[config.mk]
export PLATFORM = sky130hd
export DESIGN_NAME = seg7_scan_driver_flat
export DESIGN_NICKNAME = d
export VERILOG_FILES = /design/src/rtl/seg7_pkg.sv /design/src/rtl/seg7_scan_driver_if.sv /design/src/rtl/seg7_hex_decode.sv /design/src/rtl/seg7_scan_driver.sv /design/src/flat_wrapper.sv
export SDC_FILE = /design/constraint.sdc
export NUM_CORES = 1
export LEC_CHECK = 0
export ABC_AREA = 1
export CELL_PAD_IN_SITES_DETAIL_PLACEMENT = 1
export CELL_PAD_IN_SITES_GLOBAL_PLACEMENT = 1
export CORE_AREA = 2 2 92 94
export DETAILED_ROUTE_END_ITERATION = 16
export DIE_AREA = 0 0 94 96
export HOLD_SLACK_MARGIN = 0.06
export PLACE_DENSITY_LB_ADDON = 0.2
export SETUP_SLACK_MARGIN = 0.05
export SYNTH_ARGS = -nofsm -noshare
export SYNTH_HDL_FRONTEND = slang
export SYNTH_SLANG_ARGS = --single-unit
[constraint.sdc]
create_clock -name CLK -period 3.8 [get_ports CLK]
set_input_delay 0.38 -clock CLK [delete_from_list [all_inputs] [get_ports CLK]]
set_output_delay 0.38 -clock CLK [all_outputs]
set_load 0.005 [all_outputs]
[src/rtl/seg7_pkg.sv]
// Shared constants for the multiplexed 7-segment driver: segment bit positions,
// the blank pattern and the active-high hex glyph table.
package seg7_pkg;

  localparam int SEG_A  = 0;
  localparam int SEG_B  = 1;
  localparam int SEG_C  = 2;
  localparam int SEG_D  = 3;
  localparam int SEG_E  = 4;
  localparam int SEG_F  = 5;
  localparam int SEG_G  = 6;
  localparam int SEG_DP = 7;

  localparam logic [6:0] SEG_OFF = 7'h00;

  // Entry n is the g..a pattern for hex digit n; listed from F down to 0.
  localparam logic [15:0][6:0] HEX_TABLE = {
    7'h71, 7'h79, 7'h5E, 7'h39, 7'h7C, 7'h77, 7'h6F, 7'h7F,
    7'h07, 7'h7D, 7'h6D, 7'h66, 7'h4F, 7'h5B, 7'h06, 7'h3F
  };

endpackage

[src/rtl/seg7_scan_driver_if.sv]
// Value-side and display-side signals of the scan driver, grouped so the
// board logic (master) and the driver (slave) share one bundle.
interface seg7_scan_driver_if #(
  parameter int DIGITS = 4
);
  logic [4*DIGITS-1:0] DATA;
  logic [DIGITS-1:0]   DP_IN;
  logic                LZB;
  logic                LOAD;
  logic [7:0]          LED;
  logic [DIGITS-1:0]   SA;
  logic                FRAME;

  modport master (
    output DATA, DP_IN, LZB, LOAD,
    input  LED, SA, FRAME
  );

  modport slave (
    input  DATA, DP_IN, LZB, LOAD,
    output LED, SA, FRAME
  );
endinterface

[src/rtl/seg7_hex_decode.sv]
// Combinational hex nibble to active-high a..g segment pattern.
module seg7_hex_decode
  import seg7_pkg::*;
(
  input  logic [3:0] i_nibble,
  output logic [6:0] o_seg
);

  assign o_seg = HEX_TABLE[i_nibble];

endmodule

[src/rtl/seg7_scan_driver.sv]
// Multiplexed 7-segment driver: prescaled digit scan, frame-synchronous shadow
// update, anti-ghost blanking at the start of each slot and leading-zero blanking.
module seg7_scan_driver
  import seg7_pkg::*;
#(
  parameter int DIGITS     = 4,
  parameter int PRESCALE   = 50000,
  parameter int BLANK      = 16,
  parameter int ACTIVE_LOW = 1
) (
  input  logic              CLK,
  input  logic              RST,
  seg7_scan_driver_if.slave io_bus
);

  localparam int PW = $clog2(PRESCALE);
  localparam int IW = $clog2(DIGITS);
  localparam logic [PW-1:0]     PS_LAST   = PW'(PRESCALE - 1);
  localparam logic [PW-1:0]     BLANK_END = PW'(BLANK);
  localparam logic [IW-1:0]     IDX_LAST  = IW'(DIGITS - 1);
  localparam logic [7:0]        LED_OFF   = (ACTIVE_LOW != 0) ? 8'hFF : 8'h00;
  localparam logic [DIGITS-1:0] SA_OFF    = (ACTIVE_LOW != 0) ? '1 : '0;

  logic [PW-1:0]       r_presc;
  logic [IW-1:0]       r_idx;
  logic [4*DIGITS-1:0] r_pend_data;
  logic [DIGITS-1:0]   r_pend_dp;
  logic                r_pend_vld;
  logic [4*DIGITS-1:0] r_shd_data;
  logic [DIGITS-1:0]   r_shd_dp;
  logic                r_frame;
  logic [7:0]          r_led;
  logic [DIGITS-1:0]   r_sa;

  logic                w_wrap;
  logic                w_boundary;
  logic [3:0]          w_nibble;
  logic [6:0]          w_seg;
  logic [DIGITS-1:0]   w_lz_blank;
  logic                w_run;
  logic [7:0]          w_led_ah;
  logic [DIGITS-1:0]   w_sa_ah;
  logic [7:0]          w_led_nxt;
  logic [DIGITS-1:0]   w_sa_nxt;

  assign w_wrap     = (r_presc == PS_LAST);
  assign w_boundary = w_wrap && (r_idx == IDX_LAST);
  assign w_nibble   = r_shd_data[{r_idx, 2'b00} +: 4];

  seg7_hex_decode u_dec (
    .i_nibble (w_nibble),
    .o_seg    (w_seg)
  );

  // Digit k is a leading zero when it and every digit above it are zero.
  always_comb begin
    w_lz_blank = '0;
    w_run      = 1'b1;
    for (int k = DIGITS - 1; k >= 1; k--) begin
      w_run         = w_run & (r_shd_data[4*k +: 4] == 4'h0);
      w_lz_blank[k] = w_run;
    end
  end

  always_comb begin
    w_led_ah                = '0;
    w_sa_ah                 = '0;
    w_led_ah[SEG_G:SEG_A]   = (io_bus.LZB && w_lz_blank[r_idx]) ? SEG_OFF : w_seg;
    w_led_ah[SEG_DP]        = r_shd_dp[r_idx];
    w_sa_ah[r_idx]          = 1'b1;
    if (r_presc < BLANK_END) begin
      w_led_ah = '0;
      w_sa_ah  = '0;
    end
    w_led_nxt = (ACTIVE_LOW != 0) ? ~w_led_ah : w_led_ah;
    w_sa_nxt  = (ACTIVE_LOW != 0) ? ~w_sa_ah  : w_sa_ah;
  end

  always_ff @(posedge CLK) begin
    if (RST) begin
      r_presc     <= '0;
      r_idx       <= '0;
      r_pend_data <= '0;
      r_pend_dp   <= '0;
      r_pend_vld  <= 1'b0;
      r_shd_data  <= '0;
      r_shd_dp    <= '0;
      r_frame     <= 1'b0;
      r_led       <= LED_OFF;
      r_sa        <= SA_OFF;
    end else begin
      r_presc <= w_wrap ? '0 : r_presc + 1'b1;
      if (w_wrap) begin
        r_idx <= (r_idx == IDX_LAST) ? '0 : r_idx + 1'b1;
      end
      r_frame <= w_boundary;
      if (w_boundary && r_pend_vld) begin
        r_shd_data <= r_pend_data;
        r_shd_dp   <= r_pend_dp;
      end
      // A LOAD on the boundary edge lands in pending and waits for the next frame.
      if (io_bus.LOAD) begin
        r_pend_data <= io_bus.DATA;
        r_pend_dp   <= io_bus.DP_IN;
        r_pend_vld  <= 1'b1;
      end else if (w_boundary) begin
        r_pend_vld  <= 1'b0;
      end
      r_led <= w_led_nxt;
      r_sa  <= w_sa_nxt;
    end
  end

  assign io_bus.LED   = r_led;
  assign io_bus.SA    = r_sa;
  assign io_bus.FRAME = r_frame;

endmodule

[src/flat_wrapper.sv]
// flat-port wrapper written by rule: the top's interface ports become plain ports
module seg7_scan_driver_flat import seg7_pkg::*;
#(
  parameter int DIGITS     = 4,
  parameter int PRESCALE   = 50000,
  parameter int BLANK      = 16,
  parameter int ACTIVE_LOW = 1
)
  (CLK, RST, io_bus_DATA, io_bus_DP_IN, io_bus_LZB, io_bus_LOAD, io_bus_LED, io_bus_SA, io_bus_FRAME);
  seg7_scan_driver_if #(.DIGITS(DIGITS)) io_bus_i ();
  input  logic CLK;
  input  logic RST;
  input wire logic [$bits(io_bus_i.DATA)-1:0] io_bus_DATA;
  input wire logic [$bits(io_bus_i.DP_IN)-1:0] io_bus_DP_IN;
  input wire logic [$bits(io_bus_i.LZB)-1:0] io_bus_LZB;
  input wire logic [$bits(io_bus_i.LOAD)-1:0] io_bus_LOAD;
  output wire logic [$bits(io_bus_i.LED)-1:0] io_bus_LED;
  output wire logic [$bits(io_bus_i.SA)-1:0] io_bus_SA;
  output wire logic [$bits(io_bus_i.FRAME)-1:0] io_bus_FRAME;
  assign io_bus_i.DATA = io_bus_DATA;
  assign io_bus_i.DP_IN = io_bus_DP_IN;
  assign io_bus_i.LZB = io_bus_LZB;
  assign io_bus_i.LOAD = io_bus_LOAD;
  assign io_bus_LED = io_bus_i.LED;
  assign io_bus_SA = io_bus_i.SA;
  assign io_bus_FRAME = io_bus_i.FRAME;
  seg7_scan_driver #(.DIGITS(DIGITS), .PRESCALE(PRESCALE), .BLANK(BLANK), .ACTIVE_LOW(ACTIVE_LOW)) u_core (.CLK(CLK), .RST(RST), .io_bus(io_bus_i));
endmodule
# Word-level counts from Yosys, hierarchy flattened

Memories as Yosys holds them, arrays and structs flattened.
Cells that the tools add are included.

Bits in registers: 72
Memory bits (read-only): 112
Bits of input ports: 24
Output and inout bits: 13
Word-level logic and storage cells: 46
Memories: 1

Memories:

| name             | words | width | rd ports | clocked after Yosys merged registers in | wr ports | line                 | source |
|---|---|---|---|---|---|---|---|
| (name not given) | 16    | 7     | 1        | 0                                       | 0        | seg7_hex_decode.sv:9 | `assign o_seg = HEX_TABLE[i_nibble];` |

Add/sub/neg operators: 2
$lt $le $gt $ge: 4
Equality and inequality tests: 2
Shifts and indexed selects: 1
Mux-type cells: 13
Bitwise operators: 4
Reductions and logical operators: 9

Operators by type and width:

| kind                                                                  | count |
|---|---|
| 16-bit by 1-bit adder with 16-bit output, second input constant       | 1 |
| 16-bit == test, second input constant                                 | 1 |
| 16-bit by 5-bit < comparator with 1-bit output, second input constant | 1 |
| 16-bit by 5-bit indexed part select with 4-bit output                 | 1 |
| 7-bit two-way mux                                                     | 2 |
| 4-bit logical NOT                                                     | 3 |
| 8-bit two-way mux                                                     | 1 |
| 8-bit inverter                                                        | 1 |
| 4-bit by 5-bit < comparator with 1-bit output, second input constant  | 1 |
| 1-bit two-way mux                                                     | 5 |
| 1-bit binary-select mux with 2-bit select                             | 2 |
| 1-bit logical AND                                                     | 4 |
| 4-bit two-way mux                                                     | 1 |
| 4-bit inverter                                                        | 1 |
| 2-bit by 3-bit < comparator with 1-bit output, second input constant  | 1 |
| 2-bit by 1-bit adder with 2-bit output, second input constant         | 1 |
| 1-bit bitwise AND                                                     | 2 |
| 1-bit demux with 2-bit select                                         | 1 |
| 2-bit == test, second input constant                                  | 1 |
| 2-bit by 1-bit >= comparator with 1-bit output, second input constant | 1 |
| 2-bit two-way mux                                                     | 1 |
| 2-bit nonzero test                                                    | 1 |
| 2-bit OR reduction                                                    | 1 |

# Depth between registers and ports, before layout

Word-level depth: 9
Mapped depth: 15
Mapped depth without buffers: 13

# Modules after synthesis

Synthesis repeated with hierarchy kept, for this count alone.

Cell total of the unflattened synthesis: 464
Area, all modules: 3266.9 µm²

Modules (own cells, without submodules):

| module           | instances | cells each | area each (µm²) | sequential area each (µm²) |
|---|---|---|---|---|
| seg7_scan_driver | 1         | 412        | 2996.6          | 1441.4 |
| seg7_hex_decode  | 1         | 52         | 270.3           | 0.0 |

# Least setup slack after synthesis

OpenSTA, ideal clock, no wires.

Kind: register to register
Start: reg u_core.r_idx[0]
End: reg u_core.r_led[0], in the netlist u_core.io_bus.LED[0]
Library setup time: 0.118 ns
Data arrival time: 1.551 ns
Data required time: 3.682 ns
Slack: 2.131 ns
Cell stages (with the launch flop): 15
Path buffers: 2
Period minus slack after synthesis: 1.669 ns
Cells stage by stage: dfxtp_1 > buf_2 > inv_2 > buf_6 > nand2_1 > nand3_1 > nand2_1 > inv_1 > ha_1 > inv_1 > nand2_1 > nand3_1 > nand2_1 > inv_1 > nand2_1

Word-level cells in the longest chain between the ends: 6
Elaborated cells on any way between the ends: 9

RTL lines:

| item                                                                                                                      | line                                           | source |
|---|---|---|
| from (decl)                                                                                                               | seg7_scan_driver.sv:25                         | `logic [IW-1:0] r_idx;` |
| from (signal assigned)                                                                                                    | seg7_scan_driver.sv:94                         | `r_idx <= (r_idx == IDX_LAST) ? '0 : r_idx + 1'b1;` |
| 16-bit by 5-bit indexed part select with 4-bit output / 1-bit binary-select mux with 2-bit select (equally long branches) | seg7_scan_driver.sv:48, seg7_scan_driver.sv:68 |  |
| memory 16 x 7 bit / 1-bit two-way mux (equally long branches)                                                             | n/a                                            |  |
| 7-bit two-way mux (implied by the code) / 1-bit logical AND (equally long branches)                                       | seg7_hex_decode.sv:9, seg7_scan_driver.sv:68   |  |
| 7-bit two-way mux (*)                                                                                                     | seg7_scan_driver.sv:68                         | `w_led_ah[SEG_G:SEG_A] = (io_bus.LZB && w_lz_blank[r_idx]) ? SEG_OFF : w_seg;` |
| 8-bit two-way mux (*)                                                                                                     | seg7_scan_driver.sv:71                         | `if (r_presc < BLANK_END) begin` |
| 8-bit inverter (*)                                                                                                        | seg7_scan_driver.sv:75                         | `w_led_nxt = (ACTIVE_LOW != 0) ? ~w_led_ah : w_led_ah;` |
| to (signal assigned)                                                                                                      | seg7_scan_driver.sv:109                        | `r_led <= w_led_nxt;` |
| to (decl)                                                                                                                 | seg7_scan_driver.sv:32                         | `logic [7:0] r_led;` |

Mark *: on every way between the ends. The rest lies on a longest branch, timed or not. The select of a mux whose other input is x is not followed.
A chain may end at the register's enable or synchronous reset.

# Worst setup path after layout

Same ends and word-level chain as after synthesis.

==> impl_metrics.ini <==
[outcome]
status = complete, no violations

[logic_synthesis]
syn-num-nets = 513
syn_inst = 478
synth_top_area_cell = dfxtp_1
synth_flop_cell = dfxtp_1
synth-seq-cells = 72
yosysUniqueCellTypes = 31
synth_most_common_cell = nor2_1
synth_edf_count = 0
syn_area_per_cell_um2 = 6.99
async_reset_ff_share_pct = 0
yosys_warnings = 0
synth_top_area_share_pct = 43.1
synthTopCellsByCount = nor2_1, nand2_1, dfxtp_1, inv_1, o21ai_0
yosys-top-cells-area = dfxtp_1, nor2_1, nand2_1, o21ai_0, inv_1
ys_seq_area_share_pct = 43.1
synthesis.area_um2 = 3340

[detailed_routing]
drt_first_pass_iters = 4
routed_wl_um = 7890
post_drt_wl_per_cell_um = 12.8
num_vias = 2961
ant_nets = 0
avgViaCountPerCell = 4.79
drc = 0
drt_iter0_drc = 81

[finish]
final_area_um2 = 3940
fin_nets = 543
drive_above_1_share_pct = 6.43
area_growth_pct = 17.7
antenna_cells = 0

[global_routing]
grt.overflow.total = 0
antenna_found_initial = 0
grt_use_total_pct = 19.6
grt_max_degree = 43
grt_pass1_wl_um = 13900
first_global_vias = 2983

[hold_path]
hp-class = reg2reg

[clock_network]
post_cts_resized = 0
post-cts-setup-buffers = 0
htreeDepth = 3
cts.sinks = 72
cts_hold_buf = 0
clk_latency_ns = 0.35
cts_tree = done
cts_inserted_buffers = 9
path_clk_slew_ns = 0.08
root_buffer = clkbuf_8
clockBufferDepth = 2

[place]
port_buffers = 36
dp_hpwl_um = 5610
placed_area_um2 = 3730
gp_congestion = 0.818
dp_worst_setup_slack_ns = 1.55

[critical_path]
rr_startpoint = u_core.r_idx[0]$_SDFFE_PP0P_
worstSetupPathType = reg2reg
worstSetupEndpoint = u_core.io_bus.LED[0]$_SDFF_PP1_
worst_ep_arrival_time_ns = 2.56
crit_path_start = u_core.r_idx[0]$_SDFFE_PP0P_
cp_max_fo = 19
worst_r2r_endpoint = u_core.io_bus.LED[0]$_SDFF_PP1_
rr_worst_depth = 12
r2r_setup_slack_ns = 1.48
required_ns = 4.04
start_kind = register
cp-end-kind = register

[sta]
period_needed_ns = 2.32
fin_ws_ns = 1.48
fin_crit_sh_pct = 60.9
worst_pin_slew_ns = 0.626
relSlewSlack_pct = 58.2
clock.fmax_mhz = 432
rsz0062_at_grt = false
hold_viol = 0
hold_slack_ns = 0.487
fin_skew_ns = 0.00798
fin_tns_setup_ns = 0
maxSlewViolCount = 0
finalSetupViolCount = 0

[power_and_ir_drop]
static-leakage-power_nw = 1.73
ir_worst_vdd_uv = 223
powerDensity_nw_per_um2 = 376

[floorplan]
die_area_um2 = 9020
initial_core_util_pct = 41.5
core_area_um2 = 8050
die_h_um = 96
die_x_um = 94
pin_count = 37
row_count = 33

[job]
cap_viol_max_count = 0
## worst max-delay path, cell delays in order (launching register included)
cell and delay [ns]:
dfxtp_1 0.70, inv_2 0.26, nand2_1 0.11, nand3_1 0.07, nand2_1 0.25, inv_1 0.14
ha_1 0.24, inv_1 0.11, nand2_1 0.09, nand3_1 0.09, nand2_1 0.06, inv_1 0.05
nand2_1 0.04
## power breakdown
group	internal [mW]	leakage [nW]	switching (mW)
clock	0.341	0.103	0.292
combinational	0.0327	1.04	0.0324
sequential	0.772	0.587	0.0108
## registers in the layout, indices dropped and copies added (netlist names)
register	flops
u_core.r_pend_dp	4
u_core.r_shd_data	16
u_core.r_pend_vld	1
u_core.io_bus.SA	4
u_core.io_bus.FRAME	1
u_core.io_bus.LED	8
u_core.r_pend_data	16
u_core.r_presc	16
u_core.r_idx	2
u_core.r_shd_dp	4
## metal layers
layer | vias up | share of wire (%) | global-route usage [%]
met5 | - | 0 | 0
met4 | 0 | 0.91 | 5.80
met3 | 10 | 3.5 | 4.93
met2 | 40 | 47 | 32.6
met1 | 1363 | 48 | 25.2
li1 | 1548 | - | -
## layout make-up
type	instances	area, µm²
sequential	72	1440
clock buffer	12	155
tap	105	131
timing repair buffer	37	368
multi-input combinational	343	1620
inverter	45	169
clock inverter	4	51.3
fill	1045	4120
## metrics by stage
step,utilization [%],std cells,power (mW)
2_1_floorplan,-,478,0.831
3_3_place_gp,46.3,602,0.864
3_5_place_dp,46.3,602,0.866
4_1_cts,48.9,618,1.50
5_1_grt,48.9,618,1.55
6_report,48.9,618,1.48
## logic make-up after synthesis
logic type	share of synthesized area, %
simple gates	35.4
compound gates	7.60
fa+ha+maj	4.12
buf+inv	8.42
xor+xnor	1.31
flops	43.1
## how the worst min path moves through the flow
stage,slack [ns],startpoint,cells after the start,end
3_3_place_gp,0.44,u_core.r_presc[0]$_SDFF_PP0_,1,u_core.r_presc[0]$_SDFF_PP0_
2_1_floorplan,0.43,u_core.r_presc[0]$_SDFF_PP0_,1,u_core.r_presc[0]$_SDFF_PP0_
5_1_grt,0.52,u_core.r_pend_dp[1]$_SDFFE_PP0P_,2,u_core.r_shd_dp[1]$_SDFFE_PP0P_
6_report,0.49,u_core.r_pend_data[4]$_SDFFE_PP0P_,2,u_core.r_shd_data[4]$_SDFFE_PP0P_
4_1_cts,0.49,u_core.r_pend_data[4]$_SDFFE_PP0P_,2,u_core.r_shd_data[4]$_SDFFE_PP0P_
3_5_place_dp,0.47,u_core.r_pend_data[8]$_SDFFE_PP0P_,2,u_core.r_shd_data[8]$_SDFFE_PP0P_
## placed cells by master, fill, tap and decap left out, types with 2 or more instances in the layout
cell type        instances
nor2_1                 112
nor3_1                   7
nand3b_1                 2
clkdlybuf4s50_1         36
nand2_2                  3
nand3_1                 28
nand3_2                  2
inv_1                   41
dfxtp_1                 72
inv_2                    4
clkbuf_8                11
nor2_2                   2
a21oi_1                 14
o21ai_0                 31
nand2_1                111
nand4_1                  4
ha_1                    11
xor2_1                   4
nor2_4                   2
(Power assumes the default switching activity.)
